<file path="src/rtl/phy_link.sv">
// phy_link: FIFO-backed flit serialiser with a forwarded strobe, plus a synchronised deserialiser.
// Define PHY_LINK_PARITY_EN to add per-beat parity generation and checking.
module phy_link #(
   parameter int unsigned FLIT_W = 18,
   parameter int unsigned LANE_W = 8,
   parameter int unsigned DEPTH  = 32,
   parameter int unsigned HALF   = 2
) (
   input  logic                   CLK,
   input  logic                   rst_n,
   input  logic [FLIT_W-1:0]      tx_flit,
   input  logic                   tx_valid,
   output logic                   tx_ready,
   output logic                   link_clk_out,
   output logic [LANE_W-1:0]      link_data_out,
   output logic                   link_par_out,
   input  logic                   link_clk_in,
   input  logic [LANE_W-1:0]      link_data_in,
   input  logic                   link_par_in,
   output logic [FLIT_W-1:0]      rx_flit,
   output logic                   rx_valid,
   input  logic                   rx_ready,
   output logic [$clog2(DEPTH):0] tx_level,
   output logic                   rx_drop,
   output logic [7:0]             par_err_cnt
);
   localparam int unsigned BEATS = (FLIT_W + LANE_W - 1) / LANE_W;
   localparam int unsigned PAD_W = BEATS * LANE_W;
   localparam int unsigned AW    = $clog2(DEPTH);
   localparam int unsigned LVL_W = AW + 1;
   localparam int unsigned PH_W  = $clog2(2 * HALF);
   localparam int unsigned BT_W  = $clog2(BEATS + 1);
   localparam int unsigned VPOS  = FLIT_W - 1 - (BEATS - 1) * LANE_W;

   typedef enum logic [1:0] {TX_IDLE, TX_BEAT, TX_GAP} tx_st_t;

   logic [FLIT_W-1:0] r_mem [DEPTH];
   logic [AW-1:0]     r_wptr, r_rptr;
   logic [LVL_W-1:0]  r_level;
   logic [LVL_W-1:0]  w_level_nxt;
   logic              r_tx_ready;
   logic              w_push, w_pop;

   tx_st_t            r_tx_st;
   logic [PH_W-1:0]   r_phase;
   logic [BT_W-1:0]   r_beat;
   logic [PAD_W-1:0]  r_tx_sh;
   logic              r_clk_out, r_par_out;
   logic [LANE_W-1:0] r_data_out;
   logic              w_ph_end, w_strobe, w_par;
   logic [LANE_W-1:0] w_lane;

   logic              r_ck_s1, r_ck_s2, r_ck_s3;
   logic [LANE_W-1:0] r_d_s1, r_d_s2;
   logic              w_rise, w_mis, w_take, w_last, w_perr;
   logic              r_rx_busy, r_rx_perr;
   logic [BT_W-1:0]   r_rx_cnt;
   logic [BT_W-1:0]   w_cnt;
   logic [PAD_W-1:0]  r_rx_sh;
   logic [PAD_W-1:0]  w_rx_full;
   logic [FLIT_W-1:0] r_rx_flit;
   logic              r_rx_valid, r_rx_drop;
   logic [7:0]        r_perr_cnt;
   logic              w_unused_rx;

   // TX FIFO: only flits carrying the valid bit are stored
   assign w_push = tx_valid & r_tx_ready & tx_flit[FLIT_W-1];
   assign w_pop  = (r_tx_st == TX_IDLE) && (r_level != '0);

   always_comb begin
      w_level_nxt = r_level;
      if (w_push && !w_pop)
         w_level_nxt = r_level + LVL_W'(1);
      else if (!w_push && w_pop)
         w_level_nxt = r_level - LVL_W'(1);
   end

   always_ff @(posedge CLK) begin
      if (w_push)
         r_mem[r_wptr] <= tx_flit;
   end

   always_ff @(posedge CLK) begin
      if (!rst_n) begin
         r_wptr     <= '0;
         r_rptr     <= '0;
         r_level    <= '0;
         r_tx_ready <= 1'b0;
      end else begin
         if (w_push) r_wptr <= r_wptr + AW'(1);
         if (w_pop)  r_rptr <= r_rptr + AW'(1);
         r_level    <= w_level_nxt;
         r_tx_ready <= (w_level_nxt != LVL_W'(DEPTH));
      end
   end

   // Link pins are registered one cycle behind the FSM state that produces them
   assign w_ph_end = (r_phase == PH_W'(2 * HALF - 1));
   assign w_lane   = (r_tx_st == TX_BEAT) ? r_tx_sh[PAD_W-1 -: LANE_W] : '0;
   assign w_strobe = (r_tx_st != TX_IDLE) && (r_phase >= PH_W'(HALF));

   always_ff @(posedge CLK) begin
      if (!rst_n) begin
         r_tx_st    <= TX_IDLE;
         r_phase    <= '0;
         r_beat     <= '0;
         r_tx_sh    <= '0;
         r_clk_out  <= 1'b0;
         r_data_out <= '0;
         r_par_out  <= 1'b0;
      end else begin
         r_clk_out  <= w_strobe;
         r_data_out <= w_lane;
         r_par_out  <= w_par;
         case (r_tx_st)
            TX_IDLE: begin
               if (w_pop) begin
                  r_tx_st <= TX_BEAT;
                  r_phase <= '0;
                  r_beat  <= '0;
                  r_tx_sh <= PAD_W'(r_mem[r_rptr]);
               end
            end
            TX_BEAT: begin
               if (w_ph_end) begin
                  r_phase <= '0;
                  r_tx_sh <= r_tx_sh << LANE_W;
                  if (r_beat == BT_W'(BEATS - 1))
                     r_tx_st <= TX_GAP;
                  else
                     r_beat <= r_beat + BT_W'(1);
               end else begin
                  r_phase <= r_phase + PH_W'(1);
               end
            end
            TX_GAP: begin
               if (w_ph_end) begin
                  r_tx_st <= TX_IDLE;
                  r_phase <= '0;
               end else begin
                  r_phase <= r_phase + PH_W'(1);
               end
            end
            default: r_tx_st <= TX_IDLE;
         endcase
      end
   end

   // Two-flop synchronisers; the third strobe flop provides rising-edge detection
   always_ff @(posedge CLK) begin
      if (!rst_n) begin
         r_ck_s1 <= 1'b0;
         r_ck_s2 <= 1'b0;
         r_ck_s3 <= 1'b0;
         r_d_s1  <= '0;
         r_d_s2  <= '0;
      end else begin
         r_ck_s1 <= link_clk_in;
         r_ck_s2 <= r_ck_s1;
         r_ck_s3 <= r_ck_s2;
         r_d_s1  <= link_data_in;
         r_d_s2  <= r_d_s1;
      end
   end

`ifdef PHY_LINK_PARITY_EN
   logic r_p_s1, r_p_s2;

   always_ff @(posedge CLK) begin
      if (!rst_n) begin
         r_p_s1 <= 1'b0;
         r_p_s2 <= 1'b0;
      end else begin
         r_p_s1 <= link_par_in;
         r_p_s2 <= r_p_s1;
      end
   end

   assign w_mis = (^r_d_s2) ^ r_p_s2;
   assign w_par = ^w_lane;
`else
   logic w_unused_par;
   assign w_unused_par = link_par_in;
   assign w_mis        = 1'b0;
   assign w_par        = 1'b0;
`endif

   // A frame opens only on a beat whose valid-bit position is set
   assign w_rise      = r_ck_s2 & ~r_ck_s3;
   assign w_take      = w_rise & (r_rx_busy | r_d_s2[VPOS]);
   assign w_cnt       = r_rx_busy ? r_rx_cnt : '0;
   assign w_last      = w_take && (w_cnt == BT_W'(BEATS - 1));
   assign w_perr      = (r_rx_busy & r_rx_perr) | w_mis;
   assign w_rx_full   = (r_rx_sh << LANE_W) | PAD_W'(r_d_s2);
   assign w_unused_rx = ^w_rx_full;

   always_ff @(posedge CLK) begin
      if (!rst_n) begin
         r_rx_busy  <= 1'b0;
         r_rx_perr  <= 1'b0;
         r_rx_cnt   <= '0;
         r_rx_sh    <= '0;
         r_rx_flit  <= '0;
         r_rx_valid <= 1'b0;
         r_rx_drop  <= 1'b0;
         r_perr_cnt <= '0;
      end else begin
         if (w_take) begin
            r_rx_sh   <= w_rx_full;
            r_rx_perr <= w_perr;
            r_rx_cnt  <= w_cnt + BT_W'(1);
            r_rx_busy <= !w_last;
         end
         if (w_last && !w_perr) begin
            if (r_rx_valid && !rx_ready) begin
               r_rx_drop <= 1'b1;
            end else begin
               r_rx_valid <= 1'b1;
               r_rx_flit  <= w_rx_full[FLIT_W-1:0];
            end
         end else if (r_rx_valid && rx_ready) begin
            r_rx_valid <= 1'b0;
         end
         if (w_last && w_perr && (r_perr_cnt != 8'hFF))
            r_perr_cnt <= r_perr_cnt + 8'd1;
      end
   end

   assign tx_ready      = r_tx_ready;
   assign tx_level      = r_level;
   assign link_clk_out  = r_clk_out;
   assign link_data_out = r_data_out;
   assign link_par_out  = r_par_out;
   assign rx_flit       = r_rx_flit;
   assign rx_valid      = r_rx_valid;
   assign rx_drop       = r_rx_drop;
   assign par_err_cnt   = r_perr_cnt;

endmodule

</file>
<file path="config.mk">
export PLATFORM = sky130hd
export DESIGN_NAME = phy_link
export DESIGN_NICKNAME = d
export VERILOG_FILES = /design/src/rtl/phy_link.sv
export SDC_FILE = /design/constraint.sdc
export NUM_CORES = 1
export LEC_CHECK = 0
export BUFFER_PORTS_ARGS = -buffer_cell sky130_fd_sc_hd__buf_2
export CORE_ASPECT_RATIO = 1.1
export CORE_MARGIN = 1
export CORE_UTILIZATION = 62
export CTS_BUF_LIST = sky130_fd_sc_hd__clkbuf_16
export DETAILED_ROUTE_END_ITERATION = 10
export HOLD_SLACK_MARGIN = 0.05
export MAX_ROUTING_LAYER = met4
export PLACE_DENSITY = 0.76
export SYNTH_ARGS = -nofsm -noshare
export SYNTH_HDL_FRONTEND = slang
export SYNTH_SLANG_ARGS = --single-unit
export TNS_END_PERCENT = 20
</file>
<file path="constraint.sdc">
create_clock -name CLK -period 2.55 [get_ports CLK]
set_clock_uncertainty 0.05 [all_clocks]
set_input_delay 0.255 -clock CLK [delete_from_list [all_inputs] [get_ports CLK]]
set_output_delay 0.255 -clock CLK [all_outputs]
set_load 0.03 [all_outputs]
</file>
==> reports/metrics.csv <==
metric,value,unit
status,finished clean,
grt_pass1_vias,14400,
syn_area_per_cell,18.3,um2
seq_area,19800,um2
htreeDepth,3,
fin_crit,2480,ps
synth_xor_area_share,0.589,%
leakage,10.1,nW
clock-sinks,698,
maxCapViolCount,0,
pwr-share-seq,46.5,%
syn2layout_area_growth,14.5,%
fp.coreArea,42400,um2
path_cells,"inv_1, ha_1, or3b_4, o21ai_4, nand2_1, or3_1, a311oi_1, a31oi_1",
rsz0062_at_grt,true,
ys_warn_count,0,
drive_above_1_share,27.9,%
finalMaxSlewViolations,0,
grt_pass1_wl,86.2,mm
cts.clk_slew.worst_paths,70,ps
cts_root_buffer,clkbuf_16,
nets,1701,
pwr-share-clk,32.7,%
cp.arrival,2880,ps
synth-seq-cells,698,
clock_path_buffers,3,
muxShareOfSynthArea,14.1,%
synth_fa_ha_area_share,0.748,%
yosysTopAreaCell,edfxtp_1,
place_congestion,0.847,
dp_hpwl,35.1,mm
numPortBuffers,74,
first_pass_iters,5,
hp-class,primary input to flop,
synth_area_leaders,"edfxtp_1, mux4_2, dfxtp_1",
peakVddDrop,0.729,mV
crit_path_top_delay_cell,or3b_4,
cpPeakStageDelay,410,ps
end_kind,flop,
synth_compound_area_share,4.02,%
die-area,44000,um2
drc,0,
synth_ff_type,edfxtp_1,
wire_per_inst,25.3,um
wl,57.4,mm
die_x,200,um
period_share,97.2,%
pwr_density_cell,908,nW/um2
finalHoldViolCount,0,
clk_latency,600,ps
yosysTopAreaCellShare,64.7,%
io_pins,77,
p_comb_share,20.8,%
synth_edf_count,576,
synth_cells,1463,
fp-row-count,79,
antenna_found_initial,2,
ys_types,55,
grt_max_degree,54,
worst-slew-pin-transition,743,ps
cp-start-kind,flop,
grt_use_total,28.1,%
setup_viol,0,
cts_tree,yes,
initial_core_util,63.1,%
vias_per_cell,6.28,
cts_buffers,67,
ys_seq_area_share,73.8,%
synthArstFlopShare,0,%
path_max_fanout,8,
drt_iter0_drc,1377,
vias,14300,
synth_simple_gate_area_share,4.92,%
fin_cells,2272,
fmax,0.404,GHz
dp_cells,2140,
multi_input_area,6600,um2
max-slew-margin-rel,50.0,%
layout_commonest_cell,edfxtp_1,
antenna_left,0,
fillers,2487,
netlist_area,26800,um2
p_sw_share,26.6,%
switchingPower,7.41,mW
tns,0,ps
critical_path_class,flop to flop,
p_int,20.4,mW
syn_nets,1511,
die_y,220,um
critPathRequiredTime,2960,ps
synth_top_family_by_area,multiplexers,
final_cell_mix,"edfxtp_1, mux4_2, dfxtp_1",
overflow,0,
cts_setup_buffers,0,
-- per-layer routing --
layer / global-route usage (%) / part of all wire, % / wire length, um / vias up
met5: - / 0 / 0 / -
met4: 11.0 / 3.2 / 1850 / 0
met3: 3.99 / 6.8 / 3920 / 117
met2: 45.4 / 51 / 29100 / 667
met1: 36.5 / 39 / 22600 / 7316
li1: - / - / - / 6173
-- final cells by class --
cell class | count | share of cell area (%)
diodes | 2 | 0.0163
clock buffers | 69 | 5.64
clock inverters | 50 | 0.886
inverters | 15 | 0.184
multi-input cells | 670 | 21.6
flip-flops and latches | 698 | 64.5
well taps | 567 | 2.32
repair buffers | 201 | 4.94
-- power by group through the flow --
stage	Combinational (mW)	Clock (mW)	Sequential (mW)
2_1_floorplan	4.09	0	13.1
3_3_place_gp	5.63	0	13.1
3_5_place_dp	5.75	0	13.2
4_1_cts	5.82	9.23	12.9
5_1_grt	6.19	9.66	13.0
6_report	5.78	9.10	12.9
-- cells in the mapped netlist (18+ instances only) --
cell type,instances
edfxtp_1,576
and2_1,26
mux4_2,148
dfxtp_1,122
nor2_1,70
a21oi_1,65
mux2i_1,41
a211oi_1,19
buf_2,18
nor2b_1,25
nand2_1,104
a22oi_1,18
clkbuf_1,35
-- worst max-delay path, delay by kind of cell, from the launching register on --
family	cells	cell delay [ps]
flip-flops	1	380
AND/OR/NAND/NOR	3	910
buffers and inverters	1	120
AO/OA/AOI/OAI	3	690
adder cells (fa/ha/maj)	1	180
-- per-stage QoR --
| step | hold slack (ps) | area, um2 | util [%] | worst slack [ps] | power, mW |
|---|---|---|---|---|---|
| final | 111 | 30600 | 72.2 | 72.5 | 27.8 |
| after detailed placement | 369 | 28500 | 67.3 | 68.6 | 18.9 |
| after floorplan | 304 | 26800 | - | -9.48 | 17.1 |
| after global placement | 365 | 28500 | 67.3 | 181 | 18.8 |
| after global routing | 139 | 30600 | 72.2 | -76.5 | 28.8 |
| after CTS | 110 | 30600 | 72.2 | 58.3 | 28.0 |
-- cell families after synthesis --
family	count (synthesis)
multiplexers	191
other	1
AO/OA/AOI/OAI	167
AND/OR/NAND/NOR	277
adder cells (fa/ha/maj)	16
flip-flops	698
buffers and inverters	95
XOR/XNOR	18
-- flip-flops by register name, indices dropped and copies added, names as in the netlist, 2 cells and up, named ones only --
register / flops
r_d_s2: 8
r_rx_sh: 10
rx_flit: 18
r_phase: 2
r_d_s1: 8
link_data_out: 8
r_tx_st: 2
r_mem: 576
par_err_cnt: 8
r_tx_sh: 24
r_wptr: 5
r_rptr: 5
r_beat: 2
tx_level: 6
r_rx_cnt: 2
-- what timing repair did --
| action | CTS | global route |
|---|---|---|
| endpoints found under the hold margin | 19 | 0 |
| setup endpoints to repair | 0 | 15 |
| hold buffers | 11 | 0 |
| gates resized for setup | 0 | 1 |
-- final timing paths --
check / from / endpoint / slack (ps) / cells past startpoint
setup / recovery: tx_level[0] / tx_ready / 70 / 8
hold / removal: tx_flit[7] / r_mem[12][7] / 110 / 1
setup reg to reg: tx_level[0] / tx_ready / 70 / 8
hold reg to reg: r_d_s1[3] / r_d_s2[3] / 380 / 1
(Power assumes the default switching activity.)
